`config.mk`:
```
export PLATFORM = sky130hd
export DESIGN_NAME = fifo_32_flat
export DESIGN_NICKNAME = d
export VERILOG_FILES = /design/src/rtl/fifo_32_pkg.sv /design/src/rtl/fifo_32_if.sv /design/src/rtl/fifo_32_ptr.sv /design/src/rtl/fifo_32.sv /design/src/flat_wrapper.sv
export SDC_FILE = /design/constraint.sdc
export NUM_CORES = 1
export LEC_CHECK = 0
export BUFFER_PORTS_ARGS = -buffer_cell sky130_fd_sc_hd__buf_2
export CORE_MARGIN = 5
export CORE_UTILIZATION = 45
export DETAILED_ROUTE_END_ITERATION = 7
export PLACE_DENSITY = 0.72
export SLEW_MARGIN = 5
export SYNTH_ARGS = -nofsm -noshare
export SYNTH_HDL_FRONTEND = slang
export SYNTH_SLANG_ARGS = --single-unit
```
`constraint.sdc`:
```
create_clock -name clk -period 4.75 [get_ports clk]
set_input_delay 0.95 -clock clk [delete_from_list [all_inputs] [get_ports clk]]
set_output_delay 0.95 -clock clk [all_outputs]
set_load 0.005 [all_outputs]
```
`src/rtl/fifo_32_pkg.sv`:
```
// Shared Memory package: word width and the pointer-width helper used by the FIFO files.
package fifo_32_pkg;

  localparam int WORD_WIDTH = 32;

  // Pointer width for a DEPTH-entry store; kept at least 1 bit so DEPTH=1 still elaborates.
  function automatic int ptr_w(input int depth);
    return (depth > 1) ? $clog2(depth) : 1;
  endfunction

endpackage

```
`src/rtl/fifo_32_if.sv`:
```
// Push/pop handshake and occupancy status of the 32-bit FIFO.
interface fifo_32_if
  import fifo_32_pkg::*;
#(
  parameter int DEPTH = 8
);
  localparam int CW = ptr_w(DEPTH) + 1;

  logic                  wr_en;
  logic [WORD_WIDTH-1:0] D;
  logic                  rd_en;
  logic [WORD_WIDTH-1:0] Q;
  logic                  full;
  logic                  empty;
  logic [CW-1:0]         count;

  modport master (output wr_en, D, rd_en, input Q, full, empty, count);
  modport slave  (input wr_en, D, rd_en, output Q, full, empty, count);
endinterface

```
`src/rtl/fifo_32_ptr.sv`:
```
// Wrapping storage pointer: advances on inc, rolls DEPTH-1 -> 0, cleared by async reset.
module fifo_ptr
  import fifo_32_pkg::*;
#(
  parameter int DEPTH = 8
) (
  input  logic                   clk,
  input  logic                   reset,
  input  logic                   inc,
  output logic [ptr_w(DEPTH)-1:0] ptr
);
  localparam int PW = ptr_w(DEPTH);
  localparam logic [PW-1:0] LAST = PW'(DEPTH - 1);

  always_ff @(posedge clk or posedge reset) begin
    if (reset)    ptr <= '0;
    else if (inc) ptr <= (ptr == LAST) ? '0 : ptr + 1'b1;
  end
endmodule

```
`src/rtl/fifo_32.sv`:
```
// 32-bit synchronous FIFO with registered output word and count-decoded full/empty flags.
module fifo_32
  import fifo_32_pkg::*;
#(
  parameter int DEPTH = 8,
  parameter int WIDTH = WORD_WIDTH
) (
  input  logic      clk,
  input  logic      reset,
  fifo_32_if.slave  bus
);
  localparam int PW = ptr_w(DEPTH);
  localparam int CW = PW + 1;
  localparam logic [CW-1:0] FULL_CNT = CW'(DEPTH);

  logic [WIDTH-1:0] mem [DEPTH];
  logic [PW-1:0]    wr_ptr, rd_ptr;
  logic [CW-1:0]    cnt;
  logic [WIDTH-1:0] q_r;
  logic             full, empty, pop, push;

  assign full  = (cnt == FULL_CNT);
  assign empty = (cnt == '0);

  // A pop frees the slot the same-edge push writes, so full only blocks a lone push.
  assign pop  = bus.rd_en & ~empty;
  assign push = bus.wr_en & (~full | pop);

  fifo_ptr #(.DEPTH(DEPTH)) u_wr_ptr (.clk(clk), .reset(reset), .inc(push), .ptr(wr_ptr));
  fifo_ptr #(.DEPTH(DEPTH)) u_rd_ptr (.clk(clk), .reset(reset), .inc(pop),  .ptr(rd_ptr));

  // Storage is never cleared; reset only keeps a write from landing while it is held.
  always_ff @(posedge clk) begin
    if (push && !reset) mem[wr_ptr] <= bus.D;
  end

  always_ff @(posedge clk or posedge reset) begin
    if (reset) begin
      cnt <= '0;
      q_r <= '0;
    end else begin
      if (pop) q_r <= mem[rd_ptr];
      case ({push, pop})
        2'b10:   cnt <= cnt + 1'b1;
        2'b01:   cnt <= cnt - 1'b1;
        default: cnt <= cnt;
      endcase
    end
  end

  assign bus.Q     = q_r;
  assign bus.count = cnt;
  assign bus.full  = full;
  assign bus.empty = empty;
endmodule

```
`src/flat_wrapper.sv`:
```
// flat-port wrapper written by rule: the top's interface ports become plain ports
module fifo_32_flat import fifo_32_pkg::*;
#(
  parameter int DEPTH = 8,
  parameter int WIDTH = WORD_WIDTH
)
  (clk, reset, bus_wr_en, bus_D, bus_rd_en, bus_Q, bus_full, bus_empty, bus_count);
  fifo_32_if #(.DEPTH(DEPTH)) bus_i ();
  input  logic clk;
  input  logic reset;
  input wire logic [$bits(bus_i.wr_en)-1:0] bus_wr_en;
  input wire logic [$bits(bus_i.D)-1:0] bus_D;
  input wire logic [$bits(bus_i.rd_en)-1:0] bus_rd_en;
  output wire logic [$bits(bus_i.Q)-1:0] bus_Q;
  output wire logic [$bits(bus_i.full)-1:0] bus_full;
  output wire logic [$bits(bus_i.empty)-1:0] bus_empty;
  output wire logic [$bits(bus_i.count)-1:0] bus_count;
  assign bus_i.wr_en = bus_wr_en;
  assign bus_i.D = bus_D;
  assign bus_i.rd_en = bus_rd_en;
  assign bus_Q = bus_i.Q;
  assign bus_full = bus_i.full;
  assign bus_empty = bus_i.empty;
  assign bus_count = bus_i.count;
  fifo_32 #(.DEPTH(DEPTH), .WIDTH(WIDTH)) u_core (.clk(clk), .reset(reset), .bus(bus_i));
endmodule
```
==> results of run 1 <==
logic make-up (layout without fill, tap and decap cells):
logic type	after synthesis	in the layout	share of synthesized area
flip-flops	298	298	0.768
multiplexers	101	101	0.160
AND/OR/NAND/NOR	59	59	0.0228
AO/OA/AOI/OAI	42	42	0.0234
buffers and inverters	31	146	0.0146
adder cells (fa/ha/maj)	7	7	0.00836
XOR/XNOR	4	4	0.00308
layout make-up:
cell class,instances,share of cell area
clock inverters,15,0.0118
well taps,330,0.0312
clock buffers,41,0.0652
flip-flops and latches,298,0.661
multi-input cells,213,0.193
repair buffers,85,0.0359
inverters,5,0.00142
registers in the layout, indices dropped and copies added (netlist names):
register / cells
u_core.u_wr_ptr.ptr: 3
u_core.mem: 256
u_core.bus.Q: 32
u_core.u_rd_ptr.ptr: 3
u_core.bus.count: 4
cell usage after synthesis (3+ instances only):
cell type  number
a21o_1          3
buf_4           6
mux4_2         64
buf_2           8
inv_1           5
nor3_1          5
o21ai_1        33
edfxtp_1      256
clkbuf_1        7
mux2i_1        34
nand2_1        39
ha_1            6
dfrtp_1        42
nor2_1          8
through the flow:
step | worst slack [ps] | hold WS, ps
finish | 2020 | 480
detailed placement | 1710 | 473
global placement | 1820 | 461
floorplan | 764 | 477
global route | 1940 | 508
CTS | 1990 | 488
how the worst max path moves through the flow:
| stage | from | endpoint | slack (ps) | cells after the start |
|---|---|---|---|---|
| 6_report | u_core.bus.count[0]$_DFFE_PP0P_ | bus_full | 2020 | 3 |
| 5_1_grt | u_core.u_rd_ptr.ptr[0]$_DFFE_PP0N_ | u_core.bus.Q[11]$_DFFE_PP0N_ | 1940 | 4 |
| 4_1_cts | u_core.bus.count[0]$_DFFE_PP0P_ | bus_full | 1990 | 3 |
| 3_5_place_dp | bus_rd_en | u_core.mem[0][27]$_DFFE_PP_ | 1710 | 4 |
| 3_3_place_gp | bus_rd_en | u_core.mem[0][27]$_DFFE_PP_ | 1820 | 4 |
| 2_1_floorplan | bus_wr_en | u_core.mem[1][0]$_DFFE_PP_ | 760 | 3 |
worst register-to-register path, cell delays in order, from the launching register on:
cell     delay [ps]
dfrtp_4        1100
buf_4           480
mux4_2          560
mux2i_1         170
o21ai_1          80
routing by layer:
layer | up-vias | GRT usage
met1 | 2743 | 0.200
li1 | 2370 | -
met2 | 123 | 0.256
met4 | 4 | 0.0326
met3 | 40 | 0.0315
met5 | - | 0
where the power goes:
part	leakage [nW]	internal, W	switching, W
Combinational	1.30	0.000933	0.000705
Clock	0.493	0.00143	0.000940
Sequential	2.82	0.00318	0.000436
==> flow_metrics.env, run 1 <==
export IMPL_crit_path_start_kind="register"
export IMPL_syn_inst=542
export IMPL_reg2reg_slack_ps=2220
export IMPL_finalCritPeriodShare=0.575
export IMPL_hold_path_end="u_core.bus.Q[6]$_DFFE_PP0N_"
export IMPL_cp_end_kind="output port"
export IMPL_dr_pass1_iters=4
export IMPL_drc=0
export IMPL_hold_class="register to register"
export IMPL_hold_viol=0
export IMPL_synth_top_area_frac=0.676
export IMPL_htree_levels=1
export IMPL_wl_met3_um=1210
export IMPL_cpMaxStageDelayCell="or4b_4"
export IMPL_stdcell_count=987
export IMPL_r2r_end="u_core.bus.Q[10]$_DFFE_PP0N_"
export IMPL_numPortBuffers=73
export IMPL_ir_worst_vdd_uv=358
export IMPL_ant_nets=0
export IMPL_viasPerCell=5.35
export IMPL_post_cts_repair_setup_buffers=0
export IMPL_grt_pass1_wl_um=33100
export IMPL_drtIter0Drc=298
export IMPL_outcome="finished, final reports clean"
export IMPL_nets=676
export IMPL_row_count=58
export IMPL_wirelength_met1_um=8670
export IMPL_overflow=0
export IMPL_num_fill_cells=1938
export IMPL_ctsHoldBuffers=0
export IMPL_cts_tree="yes"
export IMPL_rsz0062_at_grt="no"
export IMPL_seqCellArea_um2=8740
export IMPL_die_area_um2=28600
export IMPL_gp_congestion=0.722
export IMPL_fp_dieW_um=169
export IMPL_yosys_top_cells_area="edfxtp_1, mux4_2, dfrtp_1"
export IMPL_layout_cells_most_common="edfxtp_1"
export IMPL_ys_ff_latch=298
export IMPL_area_delta_synth_final_pct=16.3
export IMPL_place_area_um2=12200
export IMPL_cp_slowest_stage_delay_ps=610
export IMPL_hp_start="u_core.bus.Q[6]$_DFFE_PP0N_"
export IMPL_num_vias=5280
export IMPL_grt_max_degree=70
export IMPL_holdPathStages=2
export IMPL_p_leak_nw=4.61
export IMPL_yosys_area_top_type="edfxtp_1"
export IMPL_start_util=0.455
export IMPL_ys_types=35
export IMPL_synth_area_um2=11400
export IMPL_synthFlopType="edfxtp_1"
export IMPL_dieHeight_um=169
export IMPL_critPathArrivalTime_ps=1780
export IMPL_synth_warnings=0
export IMPL_r2r_cells=4
export IMPL_grt_pass1_vias=5812
export IMPL_wirelength_um=21200
export IMPL_clockBufferDepth=3
export IMPL_wl_per_cell_um=21.4
export IMPL_setup_violations=0
export IMPL_finalSetupTns_ps=0
export IMPL_clk_pin_slew_ps=60
export IMPL_place_inst=930
export IMPL_cts_inserted_buffers=30
export IMPL_synth_edff_count=256
export IMPL_ys_seq_area_frac=0.768
export IMPL_dp_final_hpwl_um=12100
export IMPL_antennaDiodeCount=0
export IMPL_max_cap_violations=0
export IMPL_grt_antenna_before_repair=2
export IMPL_final_core_util=0.528
export IMPL_finalPower_w=0.00763
export IMPL_design_area_um2=13200
export IMPL_power_density_nw_per_um2=576
export IMPL_crit_buf_inv=2
export IMPL_mostFrequentLayoutCells="edfxtp_1, buf_2, mux4_2"
export IMPL_clk_latency_ps=550
export IMPL_multi_input_area_um2=2560
export IMPL_critPathRequiredTime_ps=3800
export IMPL_finClkSkew_ps=10.0
export IMPL_relSlewSlack=0.199
export IMPL_grt_usage=0.150
export IMPL_met2_length_um=10800
export IMPL_clock_fmax_ghz=0.366
export IMPL_core_area_um2=25000
export IMPL_ios=74
export IMPL_critPathTopFamily="simple AND/OR/NAND/NOR gates"
export IMPL_dr_max_layer_used="met5"
export IMPL_cts_num_sinks=298
export IMPL_syn_nets=585
export IMPL_path_class="register to output port"
export IMPL_cp_max_fo=6
export IMPL_maxSlewViolCount=0
export IMPL_ctsResizeCount=0
export IMPL_rr_startpoint="u_core.u_rd_ptr.ptr[0]$_DFFE_PP0N_"
export IMPL_period_minus_slack_ps=2730
export IMPL_tightestPinTransition_ps=1200
export IMPL_syn_area_per_cell_um2=21.0
export IMPL_drive_gt1_frac=0.327
export IMPL_cts_root_buf="clkbuf_16"
export IMPL_async_flop_share=0.141
export IMPL_crit_chain="or4b_4 -> inv_1 -> buf_2"
(Power assumes the default switching activity.)
==> inputs of run 2 (changes only) <==
==> constraint.sdc (replaced) <==
create_clock -name clk -period 2.5 [get_ports clk]
set_input_delay 0.5 -clock clk [delete_from_list [all_inputs] [get_ports clk]]
set_output_delay 0.5 -clock clk [all_outputs]
set_load 0.005 [all_outputs]
==> flow_metrics.env, run 2 (synthesis results as in run 1) <==
export IMPL_outcome="finished, final reports clean"
export IMPL_p_leak_nw=4.61
export IMPL_drc=0
export IMPL_start_util=0.455
export IMPL_power_density_nw_per_um2=1080
export IMPL_ant_nets=0
export IMPL_reg2reg_slack_ps=120
export IMPL_layout_cells_most_common="edfxtp_1"
export IMPL_num_vias=5371
export IMPL_period_minus_slack_ps=2380
export IMPL_clock_fmax_ghz=0.420
export IMPL_drive_gt1_frac=0.331
export IMPL_grt_usage=0.153
export IMPL_nets=684
export IMPL_largest_register_ffs=256
export IMPL_wl_per_cell_um=21.6
export IMPL_num_fill_cells=1916
export IMPL_top_usage_layer="met2"
export IMPL_stdcell_count=991
export IMPL_core_area_um2=25000
export IMPL_crit_chain="or4b_4 -> o21a_1 -> nand2_1 -> nor2_4"
export IMPL_cts_tree="yes"
export IMPL_ir_worst_vdd_uv=433
export IMPL_cp_end_kind="register"
export IMPL_cts_inserted_buffers=27
export IMPL_numPortBuffers=73
export IMPL_hold_viol=0
export IMPL_grt_pass1_vias=5823
export IMPL_clk_latency_ps=520
export IMPL_dr_pass1_iters=4
export IMPL_mostFrequentLayoutCells="edfxtp_1, buf_2, mux4_2"
export IMPL_crit_path_start_kind="register"
export IMPL_place_inst=942
export IMPL_grt_max_degree=70
export IMPL_post_cts_repair_setup_buffers=0
export IMPL_grt_antenna_before_repair=2
export IMPL_maxSlewViolCount=0
export IMPL_grt_pass1_wl_um=34000
export IMPL_antennaDiodeCount=0
export IMPL_grt_util_met3=0.0301
export IMPL_hold_slack_ps=239
export IMPL_ios=74
export IMPL_row_count=58
export IMPL_critPathArrivalTime_ps=2510
export IMPL_wirelength_um=21400
export IMPL_overflow=0
export IMPL_cts_num_sinks=298
export IMPL_setup_violations=0
export IMPL_cp_max_fo=32
export IMPL_relSlewSlack=0.190
export IMPL_clk_pin_slew_ps=60
export IMPL_fp_dieW_um=169
export IMPL_largest_register="u_core.mem"
export IMPL_drtIter0Drc=427
export IMPL_ctsHoldBuffers=0
export IMPL_finClkSkew_ps=16.6
export IMPL_htree_levels=1
export IMPL_viasPerCell=5.42
export IMPL_gr_usage_met1=0.207
export IMPL_area_delta_synth_final_pct=16.3
export IMPL_finalCritPeriodShare=0.952
export IMPL_setup_ws_ps=119
export IMPL_use_met2=0.260
export IMPL_dp_final_hpwl_um=12700
export IMPL_rsz0062_at_grt="no"
export IMPL_gp_congestion=0.730
export IMPL_cpMaxStageDelayCell="nor2_4"
export IMPL_hold_class="input pin to async pin"
export IMPL_critPathRequiredTime_ps=2630
export IMPL_dieHeight_um=169
export IMPL_clockBufferDepth=3
export IMPL_ctsResizeCount=0
export IMPL_max_cap_violations=0
export IMPL_die_area_um2=28600
export IMPL_cts_root_buf="clkbuf_16"
export IMPL_path_class="register to register"
export IMPL_tightestPinTransition_ps=1210
export IMPL_pre_cts_slack_ps=-14.1
export IMPL_cp_slowest_stage_delay_ps=960
run 2: cell count changes in the layout (fill, tap and decap cells not counted), sizes merged:
cell	delta
clkinv	-1
clkinvlp	-1
clkbuf	-3
buf	+11
inv	-2
run 2: final timing paths:
path                                                 start                            endpoint  cells after the start
setup / recovery           u_core.bus.count[3]$_DFFE_PP0P_         u_core.mem[7][16]$_DFFE_PP_                      4
hold / removal                                       reset  u_core.u_wr_ptr.ptr[1]$_DFFE_PP0P_                      3
max in group asynchronous                            reset  u_core.u_rd_ptr.ptr[0]$_DFFE_PP0N_                      3
min in group clk                                 bus_D[17]         u_core.mem[4][17]$_DFFE_PP_                      1
hold reg to reg                u_core.bus.Q[0]$_DFFE_PP0N_         u_core.bus.Q[0]$_DFFE_PP0N_                      2
setup reg to reg           u_core.bus.count[3]$_DFFE_PP0P_         u_core.mem[7][16]$_DFFE_PP_                      4
run 2: metrics by stage:
stage	total power [W]	setup TNS, ps	cell area (um^2)	utilization
after floorplan	0.00910	-24410	11400	-
after global placement	0.0102	0	12400	0.493
after detailed placement	0.0104	-249	12400	0.493
after CTS	0.0145	0	13200	0.529
after global routing	0.0151	0	13200	0.529
final	0.0143	0	13200	0.529
run 2: per-layer routing:
layer	routed length, um	up-vias	share of wire
met1	8850	2796	0.41
met3	1250	39	0.058
met4	434	4	0.020
met2	10900	143	0.51
met5	21	-	0.00098
li1	-	2389	-
run 2: power breakdown:
group          switching [W]  internal (W)
combinational        0.00174       0.00192
clock                0.00168       0.00241
sequential          0.000498       0.00605
total                0.00392        0.0104
run 2: layout make-up:
type,instances,area (um^2),area share
multi-input combinational,213,2570,0.194
clock buffer,38,757,0.0572
clock inverter,11,130,0.00983
sequential,298,8740,0.660
timing repair buffer,96,601,0.0454
tap,330,413,0.0312
inverter,5,22.5,0.00170
run 2: critical path, delay by kind of cell (launching register included):
| kind | cells | cell delay, ps |
|---|---|---|
| simple gates | 3 | 1440 |
| compound gates | 1 | 150 |
| flops | 1 | 370 |
==> inputs of run 3 (changes only) <==
--- a/config.mk
+++ b/config.mk
@@ -10,6 +10,8 @@
 export CORE_UTILIZATION = 45
 export DETAILED_ROUTE_END_ITERATION = 7
 export PLACE_DENSITY = 0.72
+export RECOVER_POWER = 50
+export SETUP_SLACK_MARGIN = 0.4
 export SLEW_MARGIN = 5
 export SYNTH_ARGS = -nofsm -noshare
 export SYNTH_HDL_FRONTEND = slang
==> flow_metrics.env, run 3 (synthesis results as in run 1) <==
export IMPL_numPortBuffers=73
export IMPL_holdPathStages=1
export IMPL_rsz0062_at_grt="yes"
export IMPL_num_fill_cells=1882
export IMPL_dp_final_hpwl_um=12900
export IMPL_outcome="finished, final reports clean"
export IMPL_clk_pin_slew_ps=60
export IMPL_crit_path_start_kind="register"
export IMPL_grt_usage=0.152
export IMPL_core_area_um2=25000
export IMPL_p_leak_nw=4.71
export IMPL_critPathRequiredTime_ps=2650
export IMPL_cp_end_kind="register"
export IMPL_viasPerCell=5.41
export IMPL_gp_congestion=0.760
export IMPL_finClkSkew_ps=17.9
export IMPL_clockBufferDepth=3
export IMPL_maxSlewViolCount=0
export IMPL_row_count=58
export IMPL_start_util=0.455
export IMPL_relSlewSlack=0.150
export IMPL_largest_register="u_core.mem"
export IMPL_dieHeight_um=169
export IMPL_rr_startpoint="u_core.bus.count[3]$_DFFE_PP0P_"
export IMPL_die_area_um2=28600
export IMPL_finalCritPeriodShare=0.942
export IMPL_setup_ws_ps=145
export IMPL_grt_pass1_wl_um=34000
export IMPL_drtIter0Drc=358
export IMPL_cts_inserted_buffers=28
export IMPL_drc=0
export IMPL_cts_tree="yes"
export IMPL_r2r_cells=5
export IMPL_largest_register_ffs=256
export IMPL_setup_violations=0
export IMPL_period_minus_slack_ps=2350
export IMPL_overflow=0
export IMPL_grt_pass1_vias=5967
export IMPL_wirelength_um=22800
export IMPL_finalSetupTns_ps=0
export IMPL_hold_viol=0
export IMPL_cts_root_buf="clkbuf_16"
export IMPL_layout_cells_most_common="edfxtp_1"
export IMPL_clock_fmax_ghz=0.425
export IMPL_path_class="register to register"
export IMPL_cts_num_sinks=298
export IMPL_pre_cts_slack_ps=66.4
export IMPL_mostFrequentLayoutCells="edfxtp_1, mux4_2, clkbuf_1"
export IMPL_tightestPinTransition_ps=1280
export IMPL_ir_worst_vdd_uv=552
export IMPL_wl_per_cell_um=22.3
export IMPL_hold_class="input pin to register"
export IMPL_nets=714
export IMPL_max_cap_violations=0
export IMPL_critPathArrivalTime_ps=2500
export IMPL_dr_pass1_iters=6
export IMPL_crit_path_start="u_core.bus.count[3]$_DFFE_PP0P_"
export IMPL_antennaDiodeCount=0
export IMPL_grt_antenna_before_repair=2
export IMPL_clk_latency_ps=540
export IMPL_num_vias=5534
export IMPL_fp_dieW_um=169
export IMPL_drive_gt1_frac=0.316
export IMPL_htree_levels=1
export IMPL_ant_nets=0
export IMPL_power_density_nw_per_um2=1070
export IMPL_cp_max_fo=16
export IMPL_grt_max_degree=70
export IMPL_area_delta_synth_final_pct=20.0
export IMPL_hp_start="bus_D[3]"
export IMPL_ios=74
-- run 3: final cells by class --
cell class / count / area (um^2) / area share
tap: 330 / 413 / 0.0302
inverter: 5 / 25.0 / 0.00183
clock buffer: 39 / 793 / 0.0581
clock inverter: 13 / 116 / 0.00852
multi-input combinational: 216 / 2630 / 0.192
sequential: 298 / 8750 / 0.640
timing repair buffer: 122 / 942 / 0.0690
-- run 3: through the flow --
stage	power (W)	instance area, um^2	hold slack (ps)	std cells	utilization
2_1_floorplan	0.00911	11500	477	542	-
3_3_place_gp	0.0103	12400	463	944	0.495
3_5_place_dp	0.0104	12400	471	944	0.495
4_1_cts	0.0147	13500	203	1013	0.540
5_1_grt	0.0154	13700	304	1023	0.546
6_report	0.0146	13700	310	1023	0.546
-- run 3: path summary, 6_finish.rpt --
| check | endpoint | slack (ps) |
|---|---|---|
| setup / recovery | u_core.mem[6][15]$_DFFE_PP_ | 150 |
| hold / removal | u_core.mem[1][3]$_DFFE_PP_ | 310 |
| setup reg to reg | u_core.mem[6][15]$_DFFE_PP_ | 150 |
| hold reg to reg | u_core.bus.Q[1]$_DFFE_PP0N_ | 480 |
| max in group asynchronous | u_core.u_rd_ptr.ptr[0]$_DFFE_PP0N_ | 1010 |
| min in group asynchronous | u_core.bus.Q[6]$_DFFE_PP0N_ | 560 |
-- run 3: power breakdown --
part,internal [W],switching [W]
clock,0.00242,0.00173
combinational,0.00209,0.00190
sequential,0.00605,0.000455
-- run 3: timing repair --
item                                    CTS  global route
setup buffers                            17             4
endpoints found under the hold margin     0             0
hold buffers                              0             0
pin swaps                                14             8
gates cloned                              0             6
endpoints found under the setup margin  185           215
gates resized for setup                  12            13
-- run 3: worst max-delay path, cell delays in order, from the launching register on --
cell,delay [ps]
dfrtp_2,410
or4b_4,220
o21a_1,170
nand2_2,100
buf_4,200
nor2_2,860
-- run 3: per-layer routing --
layer  GRT usage  routed length [um]
met4      0.0340                 362
met2       0.265               11800
met5           0                  27
met1       0.198                9350
met3      0.0329                1210
